### src/rtl/sw_host_driver.sv
// -----------------------------------------------------------------------------
// sw_host_driver
//
// Host-side sequencer for a Smith-Waterman alignment core. The host loads
// N_BYTES query/database byte pairs into a small buffer, then requests a run
// with go. The driver waits for the core to be ready, pulses start, streams
// the buffered bytes one per cycle, and waits (bounded by TIMEOUT cycles)
// for the core's result strobe. The captured result is presented to the host
// with a one-cycle res_valid. A run that times out sets the sticky
// timeout_err flag instead.
//
// Ports
//   clk, rst_n                      clock, asynchronous active-low reset
//   ld_valid, ld_query, ld_db       host byte-pair load (ld_ready handshake)
//   ld_ready                        buffer can take a byte pair
//   go                              host launch request
//   start                           one-cycle start strobe to the core
//   query_seq_in, database_seq_in   streamed bytes to the core (0 when idle)
//   ready                           core is idle and can accept start
//   output_valid, score,
//   query_seq_out, database_seq_out core result strobe and payload
//   res_valid                       one-cycle result strobe to the host
//   res_score, res_q_end, res_d_end registered result
//   busy                            high in every state except IDLE
//   timeout_err                     sticky abort flag, cleared by next go
// -----------------------------------------------------------------------------
module sw_host_driver #(
    parameter int N_BYTES = 4,
    parameter int TIMEOUT = 255
) (
    input  logic       clk,
    input  logic       rst_n,
    input  logic       ld_valid,
    input  logic [7:0] ld_query,
    input  logic [7:0] ld_db,
    output logic       ld_ready,
    input  logic       go,
    output logic       start,
    output logic [7:0] query_seq_in,
    output logic [7:0] database_seq_in,
    input  logic       ready,
    input  logic       output_valid,
    input  logic [6:0] score,
    input  logic [2:0] query_seq_out,
    input  logic [2:0] database_seq_out,
    output logic       res_valid,
    output logic [6:0] res_score,
    output logic [2:0] res_q_end,
    output logic [2:0] res_d_end,
    output logic       busy,
    output logic       timeout_err
);

    // Buffer index width (at least 1 bit) and write pointer width (must hold
    // N_BYTES itself, which marks the buffer as full).
    localparam int IW  = (N_BYTES > 1) ? $clog2(N_BYTES) : 1;
    localparam int WPW = $clog2(N_BYTES + 1);

    localparam logic [WPW-1:0] WP_FULL = WPW'(N_BYTES);
    localparam logic [IW-1:0]  RP_LAST = IW'(N_BYTES - 1);
    localparam logic [7:0]     CNT_MAX = 8'(TIMEOUT);

    typedef enum logic [2:0] {
        IDLE,
        WAIT_RDY,
        START,
        STREAM,
        WAIT_RES,
        DONE
    } state_t;

    state_t         state;
    state_t         state_next;

    logic [7:0]     q_buf [N_BYTES];
    logic [7:0]     d_buf [N_BYTES];
    logic [WPW-1:0] wp;
    logic [IW-1:0]  rp;
    logic [7:0]     cnt;
    logic           captured;   // a result was captured during this run

    logic           load;
    logic           go_accept;

    assign ld_ready  = (state == IDLE) && (wp < WP_FULL);
    assign load      = ld_valid && ld_ready;
    // go with a partially filled buffer is silently dropped.
    assign go_accept = (state == IDLE) && go && (wp == WP_FULL);
    assign busy      = (state != IDLE);

    // -------------------------------------------------------------------------
    // State register
    // -------------------------------------------------------------------------
    // NOTE: sequential state is assigned with <= so every register samples
    // pre-edge values; blocking = here would create order-dependent races.
    always_ff @(posedge clk or negedge rst_n) begin
        if (!rst_n) begin
            state <= IDLE;
        end else begin
            state <= state_next;
        end
    end

    // -------------------------------------------------------------------------
    // Next-state and Moore outputs
    // -------------------------------------------------------------------------
    // NOTE: every output of this block gets a default first, so no path can
    // leave one unassigned and infer a latch.
    always_comb begin
        state_next      = state;
        start           = 1'b0;
        res_valid       = 1'b0;
        query_seq_in    = 8'h00;
        database_seq_in = 8'h00;

        case (state)
            IDLE: begin
                if (go_accept) state_next = WAIT_RDY;
            end
            WAIT_RDY: begin
                if (ready) state_next = START;
            end
            START: begin
                start      = 1'b1;
                state_next = STREAM;
            end
            STREAM: begin
                query_seq_in    = q_buf[rp];
                database_seq_in = d_buf[rp];
                if (rp == RP_LAST) state_next = WAIT_RES;
            end
            WAIT_RES: begin
                if (output_valid || (cnt == CNT_MAX)) state_next = DONE;
            end
            DONE: begin
                res_valid  = captured;
                state_next = IDLE;
            end
            default: begin
                state_next = IDLE;
            end
        endcase
    end

    // -------------------------------------------------------------------------
    // Byte buffer
    // -------------------------------------------------------------------------
    // NOTE: the storage arrays are not reset; contents are only ever read
    // below wp, and wp is reset, so stale data is never observed.
    always_ff @(posedge clk) begin
        if (load) begin
            q_buf[wp[IW-1:0]] <= ld_query;
            d_buf[wp[IW-1:0]] <= ld_db;
        end
    end

    // -------------------------------------------------------------------------
    // Pointers, timeout counter, result capture and error flag
    // -------------------------------------------------------------------------
    always_ff @(posedge clk or negedge rst_n) begin
        if (!rst_n) begin
            wp          <= '0;
            rp          <= '0;
            cnt         <= 8'd0;
            captured    <= 1'b0;
            timeout_err <= 1'b0;
            res_score   <= 7'd0;
            res_q_end   <= 3'd0;
            res_d_end   <= 3'd0;
        end else begin
            if (load) wp <= wp + WPW'(1);

            case (state)
                IDLE: begin
                    if (go_accept) begin
                        timeout_err <= 1'b0;
                        captured    <= 1'b0;
                    end
                end
                START: begin
                    rp <= '0;
                end
                STREAM: begin
                    // The counter is armed here so WAIT_RES begins at 0.
                    cnt <= 8'd0;
                    rp  <= (rp == RP_LAST) ? '0 : rp + IW'(1);
                end
                WAIT_RES: begin
                    // A result arriving on the final cycle beats the timeout.
                    if (output_valid) begin
                        res_score <= score;
                        res_q_end <= query_seq_out;
                        res_d_end <= database_seq_out;
                        captured  <= 1'b1;
                    end else if (cnt == CNT_MAX) begin
                        timeout_err <= 1'b1;
                    end else begin
                        cnt <= cnt + 8'd1;
                    end
                end
                DONE: begin
                    wp       <= '0;
                    captured <= 1'b0;
                end
                default: begin
                end
            endcase
        end
    end

endmodule
### config.mk
export PLATFORM = sky130hd
export DESIGN_NAME = sw_host_driver
export DESIGN_NICKNAME = d
export VERILOG_FILES = /design/src/rtl/sw_host_driver.sv
export SDC_FILE = /design/constraint.sdc
export NUM_CORES = 1
export LEC_CHECK = 0
export ABC_AREA = 0
export CAP_MARGIN = 20
export CORE_UTILIZATION = 30
export DETAILED_ROUTE_END_ITERATION = 8
export PLACE_DENSITY_LB_ADDON = 0.3
export RECOVER_POWER = 100
export SLEW_MARGIN = 20
export SYNTH_ARGS = -nofsm -noshare
export SYNTH_HDL_FRONTEND = slang
export SYNTH_SLANG_ARGS = --single-unit
export TNS_END_PERCENT = 20
### constraint.sdc
create_clock -name clk -period 2.8 [get_ports clk]
set_clock_uncertainty 0.05 [all_clocks]
set_input_delay 0.7 -clock clk [delete_from_list [all_inputs] [get_ports clk]]
set_output_delay 0.7 -clock clk [all_outputs]
set_load 0.05 [all_outputs]
==> results_dict.tcl <==
set metrics [dict create \
    cts_buffers 9 \
    relSlewSlack_pct -11.8 \
    via_per_inst 4.69 \
    status "finished, violations left" \
    async_reset_ff_share_pct 32.6 \
    violations "capacitance limit, slew limit" \
    dieArea_um2 13800 \
    cp.required_ps 2050 \
    grt_overflow 0 \
    postCtsSetupBuffers 0 \
    rsz0062_at_grt "false" \
    layoutNonFillerInstCount 500 \
    remaining_drc_errors 0 \
    slowest_delay_ps 780 \
    startpoint_type "register" \
    synth-seq-area-share_pct 67.3 \
    finalCriticalPeriod_ps 2660 \
    ys.flop_type "edfxtp_1" \
    synth_top_family_by_area "multiplexers" \
    syn-num-nets 285 \
    drv_cap 1 \
    power_density_nw_per_um2 971 \
    muxShareOfSynthArea_pct 12.9 \
    htreeDepth 3 \
    drive_gt1_share_pct 22.3 \
    critPathKind "reg -> out" \
    yosysUniqueCellTypes 45 \
    synth.most_common_cell "edfxtp_1" \
    clock_latency_ps 340 \
    slew_viol_final 32 \
    yosysTopAreaCell "edfxtp_1" \
    synthTopCellsByCount "edfxtp_1, dfrtp_1, mux4_2, nand2_1" \
    fin_setup_tns_ps 0 \
    io_buffers 68 \
    firstDrtPassIters 5 \
    synth_top_area_share_pct 47.9 \
    grt_first_pass_wirelength_um 12300 \
    synthCells 244 \
    antenna_found_initial 0 \
    clock_path_buffers 2 \
    ir_worst_vdd_uv 571 \
    die_w_um 118 \
    path_cells "or3_1 -> dlygate4sd3_1" \
    synth.cell_area_um2 4010 \
    path_delay_family "buffers and inverters" \
    synth_xor_area_share_pct 0.218 \
    coreArea_um2 12800 \
    die_h_um 118 \
    grt_max_degree 32 \
    synth.area.top_cells "edfxtp_1, dfrtp_1, mux4_2, mux2_2, nor2b_1" \
    root_buffer "clkbuf_16" \
    dp.cells 484 \
    finalNetCount 364 \
    tritoncts "built" \
    area_delta_synth_final_pct 27.9 \
    final_util_pct 40.0 \
    cp.arrival_ps 1910 \
    ios 69 \
    fmax_mhz 376 \
    routedWlPerCell_um 15.1 \
    crit_buf_inv 1 \
    ys_ff_latch 95 \
    worstSetupEndpointType "primary output" \
    cts_hold_buf 0 \
    vias 2346 \
    hold_violations 0 \
    place.detailed.hpwl_um 5010 \
    finalCritPeriodShare_pct 94.9 \
    avgSynthCellArea_um2 16.4 \
    grt_pass1_vias 2396 \
    yosys.area_share.simple_pct 10.7 \
    ant_nets 0 \
    cp_slowest_cell "dlygate4sd3_1" \
    antenna_cells 0 \
    ys_warn_count 0 \
    worst_slew_pin_slew_ps 1680 \
    initial_utilization_pct 31.3 \
    synth_edf_count 64 \
    totalWireLength_um 7540 \
    num_rows 41 \
    synth_compound_area_share_pct 4.87 \
    clkTransAtPathRegs_ps 70 \
    setup_viol 0 \
    first_iter_violations 156 \
    gp_congestion 0.750 \
    worstPathMaxFanout 3 \
    cts_resized 0 \
    grtUsageTotal_pct 11.6 \
    p_leak_nw 1.92 \
    hp-class "reg -> reg" \
    synthAdderAreaFrac_pct 1.87 \
    fill_cells 1234 \
    cts.sinks 95 \
]
-- routing by layer --
| metal | vias up | routed length (um) | GRT usage [%] |
|---|---|---|---|
| met5 | - | 0 | 0 |
| met4 | 0 | 105 | 4.09 |
| met3 | 10 | 450 | 3.73 |
| met2 | 76 | 3800 | 19.0 |
| met1 | 1167 | 3190 | 14.4 |
| li1 | 1093 | - | - |
-- logic make-up (layout without fill, tap and decap cells) --
| logic type | after synthesis | after routing |
|---|---|---|
| AOI/OAI and AO/OA | 29 | 29 |
| xor gates and xnor gates | 1 | 1 |
| adders and majority gates | 6 | 6 |
| buffers and inverters | 16 | 100 |
| DFF | 95 | 95 |
| muxes | 30 | 30 |
| and+or+nand+nor | 67 | 67 |
-- state kept, by name, indices dropped and copies added (netlist names) --
| name | count |
|---|---|
| rp | 2 |
| q_buf | 32 |
| res_q_end | 3 |
| res_d_end | 3 |
| captured | 1 |
| timeout_err | 1 |
| cnt | 8 |
| wp | 3 |
| state | 3 |
| res_score | 7 |
| d_buf | 32 |
-- worst register-to-register path, cell delays in order, from the launching register on --
cell,delay [ps]
dfrtp_1,380
buf_4,190
nor3b_1,730
and2_1,610
mux2_2,410
-- metrics by stage --
stage | area (um2) | total power [W] | worst slack (ps) | hold WS [ps]
6_report | 5130 | 0.00498 | 142 | 452
2_1_floorplan | 4010 | 0.00323 | 23.9 | 354
3_3_place_gp | 4950 | 0.00394 | 408 | 426
3_5_place_dp | 4950 | 0.00396 | 373 | 433
5_1_grt | 5130 | 0.00523 | 64.6 | 462
4_1_cts | 5270 | 0.00527 | 182 | 457
-- power breakdown --
group,internal (W),switching (W)
Combinational,0.000694,0.00129
Clock,0.000725,0.000561
Sequential,0.00163,0.0000705
-- path summary, 6_finish.rpt --
| check | from | to | slack, ps | cells past startpoint |
|---|---|---|---|---|
| setup / recovery | state[0] | busy | 140 | 2 |
| hold / removal | res_score[0] | res_score[0] | 450 | 1 |
| setup reg to reg | state[0] | res_d_end[0] | 310 | 4 |
| hold reg to reg | res_score[0] | res_score[0] | 450 | 1 |
| max in group asynchronous | rst_n | wp[0] | 500 | 2 |
| min in group asynchronous | rst_n | res_q_end[1] | 1230 | 2 |
-- cells in the final DEF, fill, tap and decap left out, types with 3 or more instances in the layout --
master,n
clkbuf_16,9
a211o_1,3
nor2b_1,13
inv_1,5
a31oi_1,5
dfrtp_1,31
nand2b_1,4
clkdlybuf4s50_1,16
ha_1,6
dlygate4sd3_1,33
buf_4,5
nand2_1,14
and2b_1,4
a21oi_1,7
and2_0,4
nor2_1,4
inv_8,4
and3_1,3
edfxtp_1,64
clkbuf_2,16
nand3_1,3
clkbuf_4,4
mux4_2,16
o21ai_0,5
clkbuf_1,3
mux2_2,13
-- final cells by class --
cell class | count | area [um2] | area share [%]
Clock buffer | 9 | 225 | 4.39
Clock inverter | 7 | 98.8 | 1.93
Inverter | 5 | 18.8 | 0.366
Timing Repair Buffer | 79 | 689 | 13.4
Multi-Input combinational cell | 133 | 1180 | 23.1
Sequential cell | 95 | 2700 | 52.6
Tap cell | 172 | 215 | 4.20
Note: power is estimated with default switching activity, not from simulation.
